`src/rtl/traffic_gen_pe.sv`:
```
// traffic_gen_pe: per-node synthetic traffic endpoint for the mesh NoC.
// Injects numPackets packets into the router local port at a fixed period,
// addressed by an LFSR-driven random pattern or by coordinate transpose, and
// counts every packet delivered back, flagging misrouted ones.
module traffic_gen_pe #(
    parameter int          X          = 8,
    parameter int          Y          = 8,
    parameter int          x_size     = $clog2(X),
    parameter int          y_size     = $clog2(Y),
    parameter int          data_width = 32,
    parameter int          numPackets = 100,
    parameter int          rate       = 1,
    parameter string       pat        = "RANDOM",
    parameter int          xcord      = 0,
    parameter int          ycord      = 0,
    parameter logic [15:0] seed       = 16'hACE1
) (
    input  logic                                clk,
    input  logic                                rstn,
    input  logic                                start,
    input  logic                                enableSend,
    output logic                                r_valid_pe,
    output logic [x_size+y_size+data_width-1:0] r_data_pe,
    input  logic                                r_ready_pe,
    input  logic                                w_valid_pe,
    input  logic [x_size+y_size+data_width-1:0] w_data_pe,
    output logic                                done,
    output logic [31:0]                         receiveCount,
    output logic [15:0]                         errCount
);

    localparam int PktW = x_size + y_size + data_width;
    localparam int SeqW = data_width - x_size - y_size;
    localparam bit IsTranspose = (pat == "TRANSPOSE");

    localparam logic [x_size-1:0] OwnX  = x_size'(xcord);
    localparam logic [y_size-1:0] OwnY  = y_size'(ycord);
    localparam logic [x_size-1:0] TrX   = x_size'(ycord);
    localparam logic [y_size-1:0] TrY   = y_size'(xcord);
    localparam logic [x_size-1:0] NextX = x_size'((xcord + 1) % X);

    typedef enum logic [1:0] {StIdle, StSend, StGap, StDone} state_e;

    state_e            state_q;
    logic              valid_q;
    logic [PktW-1:0]   data_q;
    logic              done_q;
    logic [31:0]       sent_q;
    logic [31:0]       gap_q;
    logic [15:0]       lfsr_q;
    logic [31:0]       recv_q;
    logic [15:0]       err_q;

    logic              accept;
    logic [31:0]       sent_inc;
    logic [15:0]       lfsr_adv;
    logic [PktW-1:0]   pkt_cur;
    logic [PktW-1:0]   pkt_nxt;
    logic              dest_is_own;
    logic              unused_payload;

    // Assemble {dest_y, dest_x, ycord, xcord, seq}; random destinations that
    // land on this node are redirected to the next column.
    function automatic logic [PktW-1:0] build_pkt(input logic [SeqW-1:0]          seq,
                                                  input logic [x_size+y_size-1:0] rnd);
        logic [x_size-1:0] dx;
        logic [y_size-1:0] dy;
        if (IsTranspose) begin
            dx = TrX;
            dy = TrY;
        end else begin
            dx = rnd[x_size-1:0];
            dy = rnd[x_size +: y_size];
            if (dx == OwnX && dy == OwnY) begin
                dx = NextX;
            end
        end
        return {dy, dx, OwnY, OwnX, seq};
    endfunction

    // Handshake, next-state LFSR and candidate packets for the FSM
    always_comb begin
        accept   = valid_q & r_ready_pe;
        sent_inc = sent_q + 32'd1;
        lfsr_adv = {lfsr_q[0] ^ lfsr_q[2] ^ lfsr_q[3] ^ lfsr_q[5], lfsr_q[15:1]};
        pkt_cur  = build_pkt(SeqW'(sent_q), lfsr_q[x_size+y_size-1:0]);
        pkt_nxt  = build_pkt(SeqW'(sent_inc), lfsr_adv[x_size+y_size-1:0]);
    end

    // Send FSM with registered valid/data/done
    always_ff @(posedge clk or negedge rstn) begin
        if (!rstn) begin
            state_q <= StIdle;
            valid_q <= 1'b0;
            data_q  <= '0;
            done_q  <= 1'b0;
            sent_q  <= '0;
            gap_q   <= '0;
            lfsr_q  <= seed;
        end else begin
            unique case (state_q)
                StIdle: begin
                    if (start) begin
                        if (enableSend) begin
                            state_q <= StSend;
                            valid_q <= 1'b1;
                            data_q  <= pkt_cur;
                        end else begin
                            state_q <= StDone;
                            done_q  <= 1'b1;
                        end
                    end
                end
                StSend: begin
                    if (accept) begin
                        sent_q <= sent_inc;
                        lfsr_q <= lfsr_adv;
                        if (sent_inc == 32'(numPackets)) begin
                            state_q <= StDone;
                            valid_q <= 1'b0;
                            done_q  <= 1'b1;
                        end else if (rate == 1) begin
                            // Back-to-back; pause without a valid if start dropped
                            valid_q <= start;
                            data_q  <= pkt_nxt;
                        end else begin
                            state_q <= StGap;
                            valid_q <= 1'b0;
                            gap_q   <= 32'(rate - 1);
                        end
                    end else if (!valid_q && start) begin
                        valid_q <= 1'b1;
                        data_q  <= pkt_cur;
                    end
                end
                StGap: begin
                    if (gap_q > 32'd1) begin
                        gap_q <= gap_q - 32'd1;
                    end else begin
                        // Gap expired; wait here with gap 0 while start is low
                        gap_q <= '0;
                        if (start) begin
                            state_q <= StSend;
                            valid_q <= 1'b1;
                            data_q  <= pkt_cur;
                        end
                    end
                end
                StDone: begin
                    if (!start) begin
                        state_q <= StIdle;
                        done_q  <= 1'b0;
                        sent_q  <= '0;
                    end
                end
                default: state_q <= StIdle;
            endcase
        end
    end

    always_comb begin
        dest_is_own    = (w_data_pe[PktW-1:data_width] == {OwnY, OwnX});
        unused_payload = ^w_data_pe[data_width-1:0];
    end

    // Saturating delivery and misroute counters, independent of the send side
    always_ff @(posedge clk or negedge rstn) begin
        if (!rstn) begin
            recv_q <= '0;
            err_q  <= '0;
        end else if (w_valid_pe) begin
            if (recv_q != 32'hFFFF_FFFF) begin
                recv_q <= recv_q + 32'd1;
            end
            if (!dest_is_own && err_q != 16'hFFFF) begin
                err_q <= err_q + 16'd1;
            end
        end
    end

    assign r_valid_pe   = valid_q;
    assign r_data_pe    = data_q;
    assign done         = done_q;
    assign receiveCount = recv_q;
    assign errCount     = err_q;

endmodule

```
`config.mk`:
```
export PLATFORM = sky130hd
export DESIGN_NAME = traffic_gen_pe
export DESIGN_NICKNAME = d
export VERILOG_FILES = /design/src/rtl/traffic_gen_pe.sv
export SDC_FILE = /design/constraint.sdc
export NUM_CORES = 1
export LEC_CHECK = 0
export CORE_ASPECT_RATIO = 2
export CORE_MARGIN = 2
export CORE_UTILIZATION = 25
export DETAILED_ROUTE_END_ITERATION = 16
export PLACE_DENSITY = 0.54
export SLEW_MARGIN = 20
export SYNTH_ARGS = -nofsm -noshare
export SYNTH_HDL_FRONTEND = slang
export SYNTH_SLANG_ARGS = --single-unit
```
`constraint.sdc`:
```
create_clock -name clk -period 3.55 [get_ports clk]
set_input_delay 0.71 -clock clk [delete_from_list [all_inputs] [get_ports clk]]
set_output_delay 0.71 -clock clk [all_outputs]
set_load 0.05 [all_outputs]
```
==> flow_summary_export.csv, run 1 <==
group,metric,value,unit
synthesis,synthFlopType,"dfrtp_1",
clocking,cts.sinks,164,
grt,first_global_vias,6892,
synthesis,ys_ff_latch,164,
setup_path,cp-start-kind,"flop",
grt,grt_usage,12.47,%
floorplanning,coreArea,34230,sq um
sta,setup_viol,0,
hold_path,hold_path.class,"in -> async",
drt,ant_nets,0,
sta,slew_viol_final,0,
clocking,numCtsBuffers,17,
clocking,cts_buffer_depth,2,
synthesis,async_reset_ff_share,100.0,%
placed_design,place_hpwl,15730,um
flow_run,cap_violations,0,
grt,antenna_found_initial,0,
floorplanning,initial_core_util,25.23,%
grt,grt_overflow,0,
clocking,ctsResizeCount,0,
sta,max_freq,311.4,MHz
clocking,cts_tree,"yes",
setup_path,critPathRequiredTime,3.87,ns
drt,dr.pass1.iters,4,
synthesis,netlist_instances,892,
setup_path,path_max_fanout,17,
clocking,ctsHoldBuffers,0,
setup_path,timing.rr.end,"r_data_pe[0]$_DFFE_PN0P_",
pwr,ir_drop,0.0003556,V
placed_design,gp_congestion,0.8740,
floorplanning,rows,96,
clocking,root_buffer,"clkbuf_16",
synthesis,seq_area_frac_synth,47.63,%
floorplanning,fp.dieW,135.4,um
synthesis,synthesis.area,8637,sq um
setup_path,cp-startpoint,"sent_q[1]$_DFFE_PN0P_",
synthesis,yosysWarnings,0,
clocking,clkSlewWorstSetupHoldPaths,0.07,ns
setup_path,arrival,3.54,ns
grt,grt_max_degree,64,
sta,rsz0062_at_grt,"no",
pwr,leakagePower,4.628,nW
sta,final_hold_viol_count,0,
setup_path,critPathCapture,"r_data_pe[0]$_DFFE_PN0P_",
drt,wirelength,21450,um
setup_path,cp-end-kind,"flop",
finish,antenna_cells,0,
finish,final_util,31.26,%
setup_path,r2r_slack,0.34,ns
sta,min_period_over_period,90.47,%
finish,final_common_cell,"dfrtp_1",
floorplanning,dieHeight,266.9,um
setup_path,critical_path_class,"reg -> reg",
sta,slew_headroom,51.65,%
drt,post_drt_wl_per_cell,14.91,um
sta,tightest_slew,0.7235,ns
pwr,power,6.562,mW
setup_path,reg2reg_from,"sent_q[1]$_DFFE_PN0P_",
synthesis,ys_types,56,
setup_path,r2r_cells,10,
synthesis,synth_edf_count,0,
sta,tns,0,ns
pwr,pwr_density_cell,613.1,nW/um^2
drt,drc,0,
placed_design,numPortBuffers,93,
sta,fin_skew,0.01260,ns
clocking,cts_setup_buffers,0,
floorplanning,fp.dieArea,36140,sq um
drt,vias_per_cell,4.559,
outcome,status,"finished, final reports clean",
finish,final_cell_mix,"dfrtp_1 (156), nand2_1 (123), nor2_1 (108)",
floorplanning,pin_count,132,
drt,first_iter_violations,301,
clocking,insertion_delay,0.44,ns
finish,area.growth.synth_to_final,23.92,%
drt,vias,6560,
finish,drive_above_1_share,12.02,%
grt,grt_pass1_wl,35390,um
clocking,htree_num_levels,4,
sta,period_minus_slack,3.212,ns
synthesis,syn_area_per_cell,9.683,sq um
finish,nNetsFinal,1034,
==> kinds of logic (layout without fill, tap and decap cells) <==
logic type               Yosys count  after routing  synth area share, %
AO/OA/AOI/OAI                     95             95                6.751
XOR/XNOR                         110            110                11.15
adder cells (fa/ha/maj)            5              5               0.7243
buffers and inverters             66            167                3.593
flip-flops                       164            164                47.63
multiplexers                      43             43                6.780
other                              1              6              0.04342
AND/OR/NAND/NOR                  408            408                23.32
==> worst max-delay path, cell delays in order (launching register included) <==
cell,delay [ns]
dfrtp_1,0.44
ha_1,0.28
nand4_4,0.19
nor4_4,0.47
nand4_1,0.21
mux2i_1,0.28
nand4_1,0.14
and4b_1,0.38
a41oi_4,0.18
buf_12,0.21
mux2_1,0.31
==> synthesized netlist by cell type (5+ instances only) <==
library cell,n,area [sq um]
buf_4,7,52.55
or3_1,5,31.28
nand3_1,41,205.2
o21ai_0,52,260.3
nand2b_1,7,43.79
a21o_1,9,67.56
buf_2,11,55.05
a21oi_1,11,55.05
o31ai_1,8,60.06
or2_2,5,31.28
nor3b_1,5,37.54
dfrtp_1,156,3904
and2_1,7,43.79
inv_1,14,52.55
mux2_2,7,78.83
nand2_1,123,461.7
and3_1,16,100.1
nor2_1,109,409.1
dfstp_2,8,210.2
clkbuf_1,27,101.4
xnor2_1,71,621.9
xor2_1,39,341.6
mux2_4,29,435.4
and4_1,7,61.31
nor4_1,17,106.4
nand4_1,28,175.2
ha_1,5,62.56
nor2b_1,6,37.54
nor3_1,16,80.08
mux2i_1,6,60.06
==> where the power goes <==
| group | leakage [nW] | switching, mW | internal [mW] |
|---|---|---|---|
| clock | 0.260 | 0.802 | 0.987 |
| sequential | 2.16 | 0.371 | 2.24 |
| combinational | 2.20 | 1.31 | 0.842 |
==> sequential cells by signal, indices dropped and copies added (netlist names) <==
name	cells
done	1
errCount	16
receiveCount	32
state_q	2
r_valid_pe	1
r_data_pe	32
sent_q	32
gap_q	32
lfsr_q	16
==> cell type report <==
cell class | instances | area (sq um)
Multi-Input combinational cell | 667 | 4240
Clock inverter | 11 | 105.1
Fill cell | 3564 | 23530
Timing Repair Buffer | 120 | 1185
Inverter | 15 | 56.30
Clock buffer | 21 | 450.4
Tap cell | 441 | 551.8
Sequential cell | 164 | 4114
==> stage by stage <==
step | cell area [sq um] | hold slack (ns) | std cells | setup WS (ns)
2_1_floorplan | 8656 | 0.4144 | 897 | 0.6781
3_3_place_gp | 10150 | 0.4484 | 1407 | 0.3656
6_report | 10700 | 0.2458 | 1439 | 0.3385
4_1_cts | 10700 | 0.2806 | 1439 | 0.3146
5_1_grt | 10700 | 0.2998 | 1439 | 0.2028
3_5_place_dp | 10150 | 0.4477 | 1407 | 0.3353
==> metal layers <==
| layer | wire (um) | GRT usage (%) | vias to the layer above |
|---|---|---|---|
| li1 | - | - | 3214 |
| met1 | 8028 | 12.42 | 3199 |
| met2 | 12220 | 24.31 | 109 |
| met3 | 459 | 1.975 | 38 |
| met4 | 744 | 6.306 | 0 |
| met5 | 0 | 0 | - |
==> worst min path at each step <==
stage / slack [ns] / cells past startpoint / end
final: 0.25 / 1 / receiveCount[29]$_DFFE_PN0P_
after global routing: 0.30 / 1 / receiveCount[29]$_DFFE_PN0P_
after CTS: 0.28 / 1 / errCount[5]$_DFFE_PN0P_
after detailed placement: 0.45 / 2 / lfsr_q[10]$_DFFE_PN1P_
after global placement: 0.45 / 2 / lfsr_q[6]$_DFFE_PN1P_
after floorplan: 0.41 / 0 / done$_DFFE_PN0P_
(Power assumes the default switching activity.)
==> run 2, diff against run 1 <==
Settings changed: CORE_UTILIZATION 25 to 55, PLACE_DENSITY 0.54 to 0.92.
==> flow_summary_export.csv, run 2 (synthesized netlist as in run 1, its figures left out) <==
group,metric,value,unit
clocking,ctsHoldBuffers,0,
setup_path,critPathRequiredTime,3.87,ns
floorplanning,fp.dieArea,16780,sq um
grt,grt_overflow,0,
setup_path,cp-start-kind,"flop",
floorplanning,initial_core_util,56.47,%
finish,final_cell_mix,"dfrtp_1 (156), nand2_1 (123), nor2_1 (108)",
finish,multiInputGateArea,4240,sq um
pwr,ir_drop,0.0004204,V
clocking,cts_tree,"yes",
hold_path,hold_path.class,"in -> async",
sta,max_freq,312.4,MHz
grt,grt_usage,24.67,%
drt,drc,0,
pwr,power,6.592,mW
sta,period_minus_slack,3.202,ns
sta,slew_viol_final,0,
floorplanning,coreArea,15290,sq um
clocking,root_buffer,"clkbuf_16",
drt,wirelength,19670,um
flow_run,cap_violations,0,
grt,antenna_found_initial,0,
clocking,clkSlewWorstSetupHoldPaths,0.07,ns
floorplanning,rows,64,
clocking,numCtsBuffers,17,
setup_path,arrival,3.52,ns
floorplanning,fp.dieW,92.61,um
sta,rsz0062_at_grt,"no",
sta,setup_viol,0,
clocking,insertion_delay,0.43,ns
pwr,leakagePower,4.601,nW
sta,slew_headroom,45.94,%
drt,vias,6937,
grt,first_global_vias,7032,
drt,dr.pass1.iters,5,
clocking,cts.sinks,164,
placed_design,numPortBuffers,93,
finish,nNetsFinal,1026,
clocking,cts_buffer_depth,2,
sta,holdWs,0.1720,ns
setup_path,path_max_fanout,32,
finish,antenna_cells,0,
drt,ant_nets,0,
floorplanning,pin_count,132,
sta,tightest_slew,0.8092,ns
drt,post_drt_wl_per_cell,16.55,um
drt,first_iter_violations,433,
setup_path,critical_path_class,"reg -> reg",
floorplanning,dieHeight,181.2,um
finish,seqCellArea,4114,sq um
grt,grt_pass1_wl,33080,um
clocking,ctsResizeCount,0,
placed_design,gp_congestion,0.9630,
sta,final_hold_viol_count,0,
finish,drive_above_1_share,11.62,%
drt,vias_per_cell,5.839,
finish,n_fill_cell,1127,
finish,final_common_cell,"dfrtp_1",
finish,area.growth.synth_to_final,19.77,%
sta,tns,0,ns
placed_design,place_hpwl,13660,um
clocking,htree_num_levels,4,
clocking,cts_setup_buffers,0,
outcome,status,"finished, final reports clean",
sta,min_period_over_period,90.18,%
pwr,pwr_density_cell,637.2,nW/um^2
sta,fin_skew,0.008580,ns
grt,grt_max_degree,84,
setup_path,cp-end-kind,"flop",
-- run 2: changes by cell type in the layout (fill, tap and decap cells not counted) --
cell / change
buf_4: -6
inv_8: +1
clkbuf_8: +1
clkinv_4: -1
clkbuf_1: -3
clkinvlp_4: -1
buf_12: -2
inv_6: +5
clkinv_2: -2
-- run 2: per-layer routing --
metal	global-route usage (%)	part of all wire, %	vias up
met4	13.41	4.3	0
met2	45.87	56	242
met3	4.087	4.0	66
met5	0	0	-
li1	-	-	3217
met1	25.74	35	3412
-- run 2: worst max-delay path: stages (launching register included) --
cell and delay (ns):
dfrtp_1 0.45, ha_1 0.30, nand4_4 0.19, nor4_4 0.44, nand4_1 0.23, xnor2_1 0.18
nor4_1 0.31, and3_4 0.28, a41oi_4 0.13, buf_12 0.23, mux2_4 0.33
-- run 2: final cells by class --
type	instances	share of cell area, %
flip-flops and latches	164	39.77
clock buffers	19	4.378
repair buffers	112	10.63
multi-input cells	667	40.99
inverters	15	0.5443
clock inverters	13	1.294
well taps	198	2.395
-- run 2: worst paths after layout --
kind	start	end	cells after the start	slack, ns
min in group clk	lfsr_q[11]$_DFFE_PN1P_	lfsr_q[10]$_DFFE_PN1P_	2	0.45
worst max register to register	sent_q[1]$_DFFE_PN0P_	r_data_pe[9]$_DFFE_PN0P_	10	0.35
worst min register to register	lfsr_q[11]$_DFFE_PN1P_	lfsr_q[10]$_DFFE_PN1P_	2	0.45
max in group asynchronous	rstn	receiveCount[27]$_DFFE_PN0P_	2	2.52
worst max-delay path	sent_q[1]$_DFFE_PN0P_	r_data_pe[9]$_DFFE_PN0P_	10	0.35
worst min-delay path	rstn	r_data_pe[32]$_DFFE_PN0P_	1	0.17
-- run 2: stage by stage --
step / cell area (sq um) / util [%] / instances / setup WS [ns]
final: 10340 / 67.64 / 1188 / 0.3485
after global routing: 10340 / 67.64 / 1188 / 0.1623
after CTS: 10340 / 67.64 / 1188 / 0.3314
after detailed placement: 9758 / 63.80 / 1156 / 0.3791
after global placement: 9758 / 63.80 / 1156 / 0.4330
after floorplan: 8656 / - / 897 / 0.6781
-- run 2: power by group --
group / switching (mW) / internal, mW
Combinational: 1.31 / 0.805
Clock: 0.819 / 1.02
Sequential: 0.389 / 2.24
